**src/rtl/sdram_arbiter_if.sv**
```systemverilog
// Bus bundles around sdram_arbiter: the three-requester request bus and the
// Avalon-MM master bus toward the SDRAM controller.

interface sdram_req_if #(
  parameter int ADDR_W = 23,
  parameter int DATA_W = 32
);
  logic [2:0]             req_read;
  logic [2:0]             req_write;
  logic [2:0][ADDR_W-1:0] req_addr;
  logic [2:0][DATA_W-1:0] req_writedata;
  logic [DATA_W-1:0]      req_readdata;
  logic [2:0]             req_finished;

  // master = the audio cores / aux loader, slave = the arbiter
  modport master (
    output req_read, req_write, req_addr, req_writedata,
    input  req_readdata, req_finished
  );
  modport slave (
    input  req_read, req_write, req_addr, req_writedata,
    output req_readdata, req_finished
  );
endinterface

interface avalon_mm_if #(
  parameter int ADDR_W = 23,
  parameter int DATA_W = 32
);
  logic [ADDR_W-1:0] sdram_address;
  logic              sdram_read;
  logic              sdram_write;
  logic [DATA_W-1:0] sdram_writedata;
  logic [DATA_W-1:0] sdram_readdata;
  logic              sdram_readdatavalid;
  logic              sdram_waitrequest;

  // master = the arbiter, slave = the SDRAM controller
  modport master (
    output sdram_address, sdram_read, sdram_write, sdram_writedata,
    input  sdram_readdata, sdram_readdatavalid, sdram_waitrequest
  );
  modport slave (
    input  sdram_address, sdram_read, sdram_write, sdram_writedata,
    output sdram_readdata, sdram_readdatavalid, sdram_waitrequest
  );
endinterface

```
**src/rtl/sdram_arbiter.sv**
```systemverilog
// Round-robin arbiter sharing one Avalon-MM SDRAM controller among play, record and aux.
// Optional read-data watchdog enabled by defining SDRAM_ARB_TIMEOUT_EN.

module sdram_arbiter #(
  parameter int         ADDR_W      = 23,
  parameter int         DATA_W      = 32,
  parameter logic [7:0] TIMEOUT_CYC = 8'd255
) (
  input  logic               i_clk,
  input  logic               i_rst,
  sdram_req_if.slave         req,
  avalon_mm_if.master        sdram,
  output logic               arb_timeout,
  output logic [1:0]         debug
);

  typedef enum logic [1:0] {
    S_IDLE      = 2'b00,
    S_ISSUE     = 2'b01,
    S_WAIT_DATA = 2'b10,
    S_DONE      = 2'b11
  } state_t;

  state_t            state, state_nxt;
  logic [1:0]        grant_q;
  logic [1:0]        last_q;
  logic [ADDR_W-1:0] addr_q;
  logic [DATA_W-1:0] wdata_q;
  logic              op_write_q;
  logic [DATA_W-1:0] rdata_q;

  logic [2:0]        pending;
  logic              found;
  logic [1:0]        pick;
  logic              timeout_hit;

  // Candidate index base+k, wrapped into 0..2 (base <= 2, k <= 3).
  function automatic logic [1:0] rr_index(input logic [1:0] base, input int k);
    int s;
    s = int'(base) + k;
    if (s >= 3) s = s - 3;
    return s[1:0];
  endfunction

  // Search last+1, last+2, last so the most recently served port goes last.
  always_comb begin
    // NOTE: every always_comb output gets a default first so no path leaves
    // it unassigned, which would infer a latch.
    pending = req.req_read | req.req_write;
    found   = 1'b0;
    pick    = 2'd0;
    for (int k = 1; k <= 3; k++) begin
      if (!found && pending[rr_index(last_q, k)]) begin
        found = 1'b1;
        pick  = rr_index(last_q, k);
      end
    end
  end

`ifdef SDRAM_ARB_TIMEOUT_EN
  logic [7:0] wd_cnt;
  logic       timeout_q;

  assign timeout_hit = (state == S_WAIT_DATA) && !sdram.sdram_readdatavalid
                       && (wd_cnt == TIMEOUT_CYC - 8'd1);

  always_ff @(posedge i_clk or posedge i_rst) begin
    if (i_rst) begin
      wd_cnt    <= 8'd0;
      timeout_q <= 1'b0;
    end else begin
      timeout_q <= timeout_hit;
      if (state == S_ISSUE)
        wd_cnt <= 8'd0;
      else if (state == S_WAIT_DATA)
        wd_cnt <= wd_cnt + 8'd1;
    end
  end

  assign arb_timeout = timeout_q;
`else
  assign timeout_hit = 1'b0;
  assign arb_timeout = 1'b0;
`endif

  always_ff @(posedge i_clk or posedge i_rst) begin
    // NOTE: sequential state uses non-blocking assignments so every register
    // samples pre-edge values regardless of statement order.
    if (i_rst) state <= S_IDLE;
    else       state <= state_nxt;
  end

  always_comb begin
    state_nxt = state;
    unique case (state)
      S_IDLE:      if (found) state_nxt = S_ISSUE;
      S_ISSUE:     if (!sdram.sdram_waitrequest)
                     state_nxt = op_write_q ? S_DONE : S_WAIT_DATA;
      S_WAIT_DATA: if (sdram.sdram_readdatavalid || timeout_hit)
                     state_nxt = S_DONE;
      S_DONE:      state_nxt = S_IDLE;
      default:     state_nxt = S_IDLE;
    endcase
  end

  // Transaction latch: once granted, the request lines no longer matter.
  always_ff @(posedge i_clk or posedge i_rst) begin
    if (i_rst) begin
      grant_q    <= 2'd0;
      last_q     <= 2'd2;
      addr_q     <= '0;
      wdata_q    <= '0;
      op_write_q <= 1'b0;
      rdata_q    <= '0;
    end else begin
      if (state == S_IDLE && found) begin
        grant_q    <= pick;
        last_q     <= pick;
        addr_q     <= req.req_addr[pick];
        wdata_q    <= req.req_writedata[pick];
        op_write_q <= req.req_write[pick];
      end
      if (state == S_WAIT_DATA) begin
        if (sdram.sdram_readdatavalid) rdata_q <= sdram.sdram_readdata;
        else if (timeout_hit)          rdata_q <= '0;
      end
    end
  end

  assign sdram.sdram_address   = addr_q;
  assign sdram.sdram_writedata = wdata_q;
  assign sdram.sdram_read      = (state == S_ISSUE) && !op_write_q;
  assign sdram.sdram_write     = (state == S_ISSUE) &&  op_write_q;

  assign req.req_readdata = rdata_q;
  assign req.req_finished = (state == S_DONE) ? (3'b001 << grant_q) : 3'b000;

  assign debug = state;

endmodule

```
**src/flat_wrapper.sv**
```systemverilog
// flat-port wrapper written by rule: the top's interface ports become plain ports
module sdram_arbiter_flat 
#(
  parameter int         ADDR_W      = 23,
  parameter int         DATA_W      = 32,
  parameter logic [7:0] TIMEOUT_CYC = 8'd255
)
  (i_clk, i_rst, arb_timeout, debug, req_req_read, req_req_write, req_req_addr, req_req_writedata, req_req_readdata, req_req_finished, sdram_sdram_address, sdram_sdram_read, sdram_sdram_write, sdram_sdram_writedata, sdram_sdram_readdata, sdram_sdram_readdatavalid, sdram_sdram_waitrequest);
  sdram_req_if #(.ADDR_W(ADDR_W), .DATA_W(DATA_W)) req_i ();
  avalon_mm_if #(.ADDR_W(ADDR_W), .DATA_W(DATA_W)) sdram_i ();
  input  logic i_clk;
  input  logic i_rst;
  output logic arb_timeout;
  output logic [1:0] debug;
  input wire logic [$bits(req_i.req_read)-1:0] req_req_read;
  input wire logic [$bits(req_i.req_write)-1:0] req_req_write;
  input wire logic [$bits(req_i.req_addr)-1:0] req_req_addr;
  input wire logic [$bits(req_i.req_writedata)-1:0] req_req_writedata;
  output wire logic [$bits(req_i.req_readdata)-1:0] req_req_readdata;
  output wire logic [$bits(req_i.req_finished)-1:0] req_req_finished;
  output wire logic [$bits(sdram_i.sdram_address)-1:0] sdram_sdram_address;
  output wire logic [$bits(sdram_i.sdram_read)-1:0] sdram_sdram_read;
  output wire logic [$bits(sdram_i.sdram_write)-1:0] sdram_sdram_write;
  output wire logic [$bits(sdram_i.sdram_writedata)-1:0] sdram_sdram_writedata;
  input wire logic [$bits(sdram_i.sdram_readdata)-1:0] sdram_sdram_readdata;
  input wire logic [$bits(sdram_i.sdram_readdatavalid)-1:0] sdram_sdram_readdatavalid;
  input wire logic [$bits(sdram_i.sdram_waitrequest)-1:0] sdram_sdram_waitrequest;
  assign req_i.req_read = req_req_read;
  assign req_i.req_write = req_req_write;
  assign req_i.req_addr = req_req_addr;
  assign req_i.req_writedata = req_req_writedata;
  assign req_req_readdata = req_i.req_readdata;
  assign req_req_finished = req_i.req_finished;
  assign sdram_sdram_address = sdram_i.sdram_address;
  assign sdram_sdram_read = sdram_i.sdram_read;
  assign sdram_sdram_write = sdram_i.sdram_write;
  assign sdram_sdram_writedata = sdram_i.sdram_writedata;
  assign sdram_i.sdram_readdata = sdram_sdram_readdata;
  assign sdram_i.sdram_readdatavalid = sdram_sdram_readdatavalid;
  assign sdram_i.sdram_waitrequest = sdram_sdram_waitrequest;
  sdram_arbiter #(.ADDR_W(ADDR_W), .DATA_W(DATA_W), .TIMEOUT_CYC(TIMEOUT_CYC)) u_core (.i_clk(i_clk), .i_rst(i_rst), .req(req_i), .sdram(sdram_i), .arb_timeout(arb_timeout), .debug(debug));
endmodule
```
**config.mk**
```make
export PLATFORM = sky130hd
export DESIGN_NAME = sdram_arbiter_flat
export DESIGN_NICKNAME = d
export VERILOG_FILES = /design/src/rtl/sdram_arbiter_if.sv /design/src/rtl/sdram_arbiter.sv /design/src/flat_wrapper.sv
export SDC_FILE = /design/constraint.sdc
export NUM_CORES = 1
export LEC_CHECK = 0
export ABC_AREA = 1
export CAP_MARGIN = 20
export CORE_MARGIN = 1
export CORE_UTILIZATION = 25
export CTS_CLUSTER_DIAMETER = 30
export DETAILED_ROUTE_END_ITERATION = 6
export PLACE_DENSITY = 0.59
export SYNTH_ARGS = -nofsm -noshare
export SYNTH_HDL_FRONTEND = slang
export SYNTH_SLANG_ARGS = --single-unit
```
**constraint.sdc**
```tcl
create_clock -name i_clk -period 3.4 [get_ports i_clk]
set_clock_uncertainty 0.05 [all_clocks]
set_input_delay 0.68 -clock i_clk [delete_from_list [all_inputs] [get_ports i_clk]]
set_output_delay 0.68 -clock i_clk [all_outputs]
set_load 0.005 [all_outputs]
```
==> metrics <==
setup TNS=0 ps; total standard cell area after synthesis=roughly 0.0058 mm2; xor-xnor portion of the synthesized cell area=0; maximum frequency from static timing analysis=between 300 and 400 MHz; number of pins exceeding their max-slew limit in the final report=0; global-route wire length before repair=between 30000 and 40000 um; ANT nets after route=0; kind of cell adding the most delay to the critical path=simple AND/OR/NAND/NOR gates; Worst Path Class, Setup=reg2reg; port bufs=300; via/cell ratio=roughly 4.5; cell leakage power=about 4.6 nW; Syn Area/Cell=about 7.2 um2; IO Pins=slightly above 300; combined buffer and inverter count along the critical path=3; DRC errors left=0; number of global-route vias before repair=approximately 6000; cell-by-cell listing of the critical path=inv_1 > ha_1 > inv_2 > nand2_1 > nand2_1 > nor2_2 > nor2_4 > nand3_2 > nand3_2 > nand2_4 > buf_12 > nand3_1 > a21oi_1; transition time of the tightest slew-check pin=around 600 ps; DR WL/cell=approximately 15 um; power density over cell area=a little over 1000 mW/mm2; Total Wirelength=~20000 um; part of the Yosys area used for sequential elements=0.403; endpoints failing hold=0; most frequent standard cell in the layout excluding fill and tap cells=clkdlybuf4s50_1; endpoint arrival time on the critical path=approximately 3100 ps; Net count, final=around 1300; worst vdd ir=548 uV; CP max stage cell=dfrtp_1; floorplan die area=0.0237 mm2; final estimated routing congestion in global placement=roughly 0.82; Critical Path Start Type=flip-flop; r2r worst-path depth=13; Seq cells post-synth=93; number of cells on the critical path=13; endpoint kind of the worst setup timing path=flip-flop; violation count after the first detailed-routing iteration=298; number of fill cells=around 2400; headroom to the max-slew limit=0.599; Setup Viol. Count Final=0; clk_lat worst skew=between 300 and 400 ps; Reg area=0.00233 mm2; maximum fanout along the worst path=32; core area=~0.023 mm2; # Post-CTS Setup Buffers=0; area fraction in and, or, nand and nor cells after synthesis=0.289; Min-Delay Path Depth=1; number of buffers created by CTS=9; total number of yosys warnings=0; highest-count cells in the layout ignoring fill and taps=300 x clkdlybuf4s50_1, 169 x inv_1, 157 x nand3_1, 144 x nand2_1, 92 x dfrtp_1; number of buffers inserted by hold repair at cts=0; Required @ worst endpoint=roughly 3600 ps; Die Span X=154 um; starting density of the core=0.255; H-tree levels=3; via count=6150; Pwr Total=9.51 mW; combinational family with the most area after synthesis=simple AND/OR/NAND/NOR gates; number of diodes added for antenna fixing=0; adder and majority cell fraction of the synthesized area=0.0173; complex-gate fraction of the synthesized area=0.0715; number of clock sinks seen by CTS=93; total of cells resized after clock tree synthesis=0; distinct cell type count after synthesis=27; multiplexer fraction of the synthesized cell area=0.0624; pin count of the biggest net entering global routing=between 100 and 150; Detail Placement HPWL=about 15000 um; Slowest Stage Delay on Critical Path=between 400 and 500 ps; share of layout cells above drive strength 1=0.0771; number of antenna violations at the first check in global routing=0; number of max-cap violations=0; unrepaired setup endpoints after global routing=false; GRT Residual Overflow=0; post-layout minimum cycle time=about 2900 ps; Overall Global Routing Usage=0.171; clk slew on worst S/H paths=around 70 ps; Multi-input gate area=approximately 0.0025 mm2; synthesized net count=a little over 1000; buffer type at the clock tree root=clkbuf_16; run status=completed; path type of the worst min-delay path=reg2reg; clock buffer depth=2; period utilization=0.848; site row count=55; Area growth syn-to-layout=62.1%; Post-Syn Instances=802; CTS tree=done; Die Y-Extent=154 um; length of the first detailed-routing pass in iterations=5
-- final timing paths --
path / startpoint / end / slack [ps]
worst max-delay path: u_core.last_q[0] / u_core.sdram.sdram_writedata[25] / 520
worst min-delay path: u_core.req.req_readdata[30] / u_core.req.req_readdata[30] / 460
worst max register to register: u_core.last_q[0] / u_core.sdram.sdram_writedata[25] / 520
worst min register to register: u_core.req.req_readdata[30] / u_core.req.req_readdata[30] / 460
max in group asynchronous: i_rst / u_core.last_q[1] / 1870
min in group asynchronous: i_rst / u_core.sdram.sdram_writedata[14] / 700
-- cells in the mapped netlist, drive strengths merged --
| master | n | area, um2 |
|---|---|---|
| buf | 41 | 235 |
| mux2 | 32 | 360 |
| dfstp | 1 | 26.3 |
| conb | 1 | 3.75 |
| a21oi | 53 | 269 |
| nand3 | 162 | 836 |
| o21ai | 10 | 53.8 |
| dfrtp | 92 | 2300 |
| nor2 | 63 | 259 |
| inv | 172 | 646 |
| a21boi | 6 | 45.0 |
| clkbuf | 6 | 22.5 |
| o211ai | 6 | 45.0 |
| nand2 | 146 | 558 |
| ha | 8 | 100 |
| nor3 | 3 | 15.0 |
-- power breakdown --
part	internal [mW]	total, mW	switching [mW]
clock	0.525	1.04	0.512
combinational	2.86	6.45	3.59
sequential	1.71	2.02	0.308
-- layer usage --
layer,up-vias,global-route usage,routed length [um],part of all wire
li1,3049,-,-,-
met1,2860,0.203,8550,0.42
met2,224,0.292,9560,0.47
met3,17,0.0552,1770,0.088
met4,0,0.0476,255,0.013
met5,-,0,0,0
-- stage by stage --
stage / hold slack (ps) / utilization / cell area (um2) / std cells / setup slack [ps]
2_1_floorplan: 454 / - / 5780 / 802 / 251
3_3_place_gp: 436 / 0.400 / 9070 / 1358 / 439
3_5_place_dp: 443 / 0.400 / 9070 / 1358 / 380
4_1_cts: 460 / 0.414 / 9360 / 1374 / 464
5_1_grt: 467 / 0.414 / 9360 / 1374 / 236
6_report: 457 / 0.414 / 9360 / 1374 / 517
-- logic make-up after synthesis --
logic type,Yosys count
adder cells (fa/ha/maj),8
buffers and inverters,219
AO/OA/AOI/OAI,75
AND/OR/NAND/NOR,374
multiplexers,32
flip-flops,93
other,1
-- cell type report --
| cell class | instances | share of cell area |
|---|---|---|
| Sequential cell | 93 | 0.249 |
| Timing Repair Buffer | 318 | 0.340 |
| Inverter | 172 | 0.0693 |
| Clock buffer | 9 | 0.0241 |
| Clock inverter | 7 | 0.00762 |
| Multi-Input combinational cell | 490 | 0.272 |
| Tap cell | 285 | 0.0381 |
-- flip-flops by register name, summed over array words and instances, names as in the netlist --
name,count
u_core.req.req_readdata,32
u_core.sdram.sdram_writedata,32
u_core.sdram.sdram_address,23
u_core.debug,2
u_core.last_q,2
u_core.grant_q,1
u_core.op_write_q,1
No activity file was read; power rests on OpenSTA's default activity.
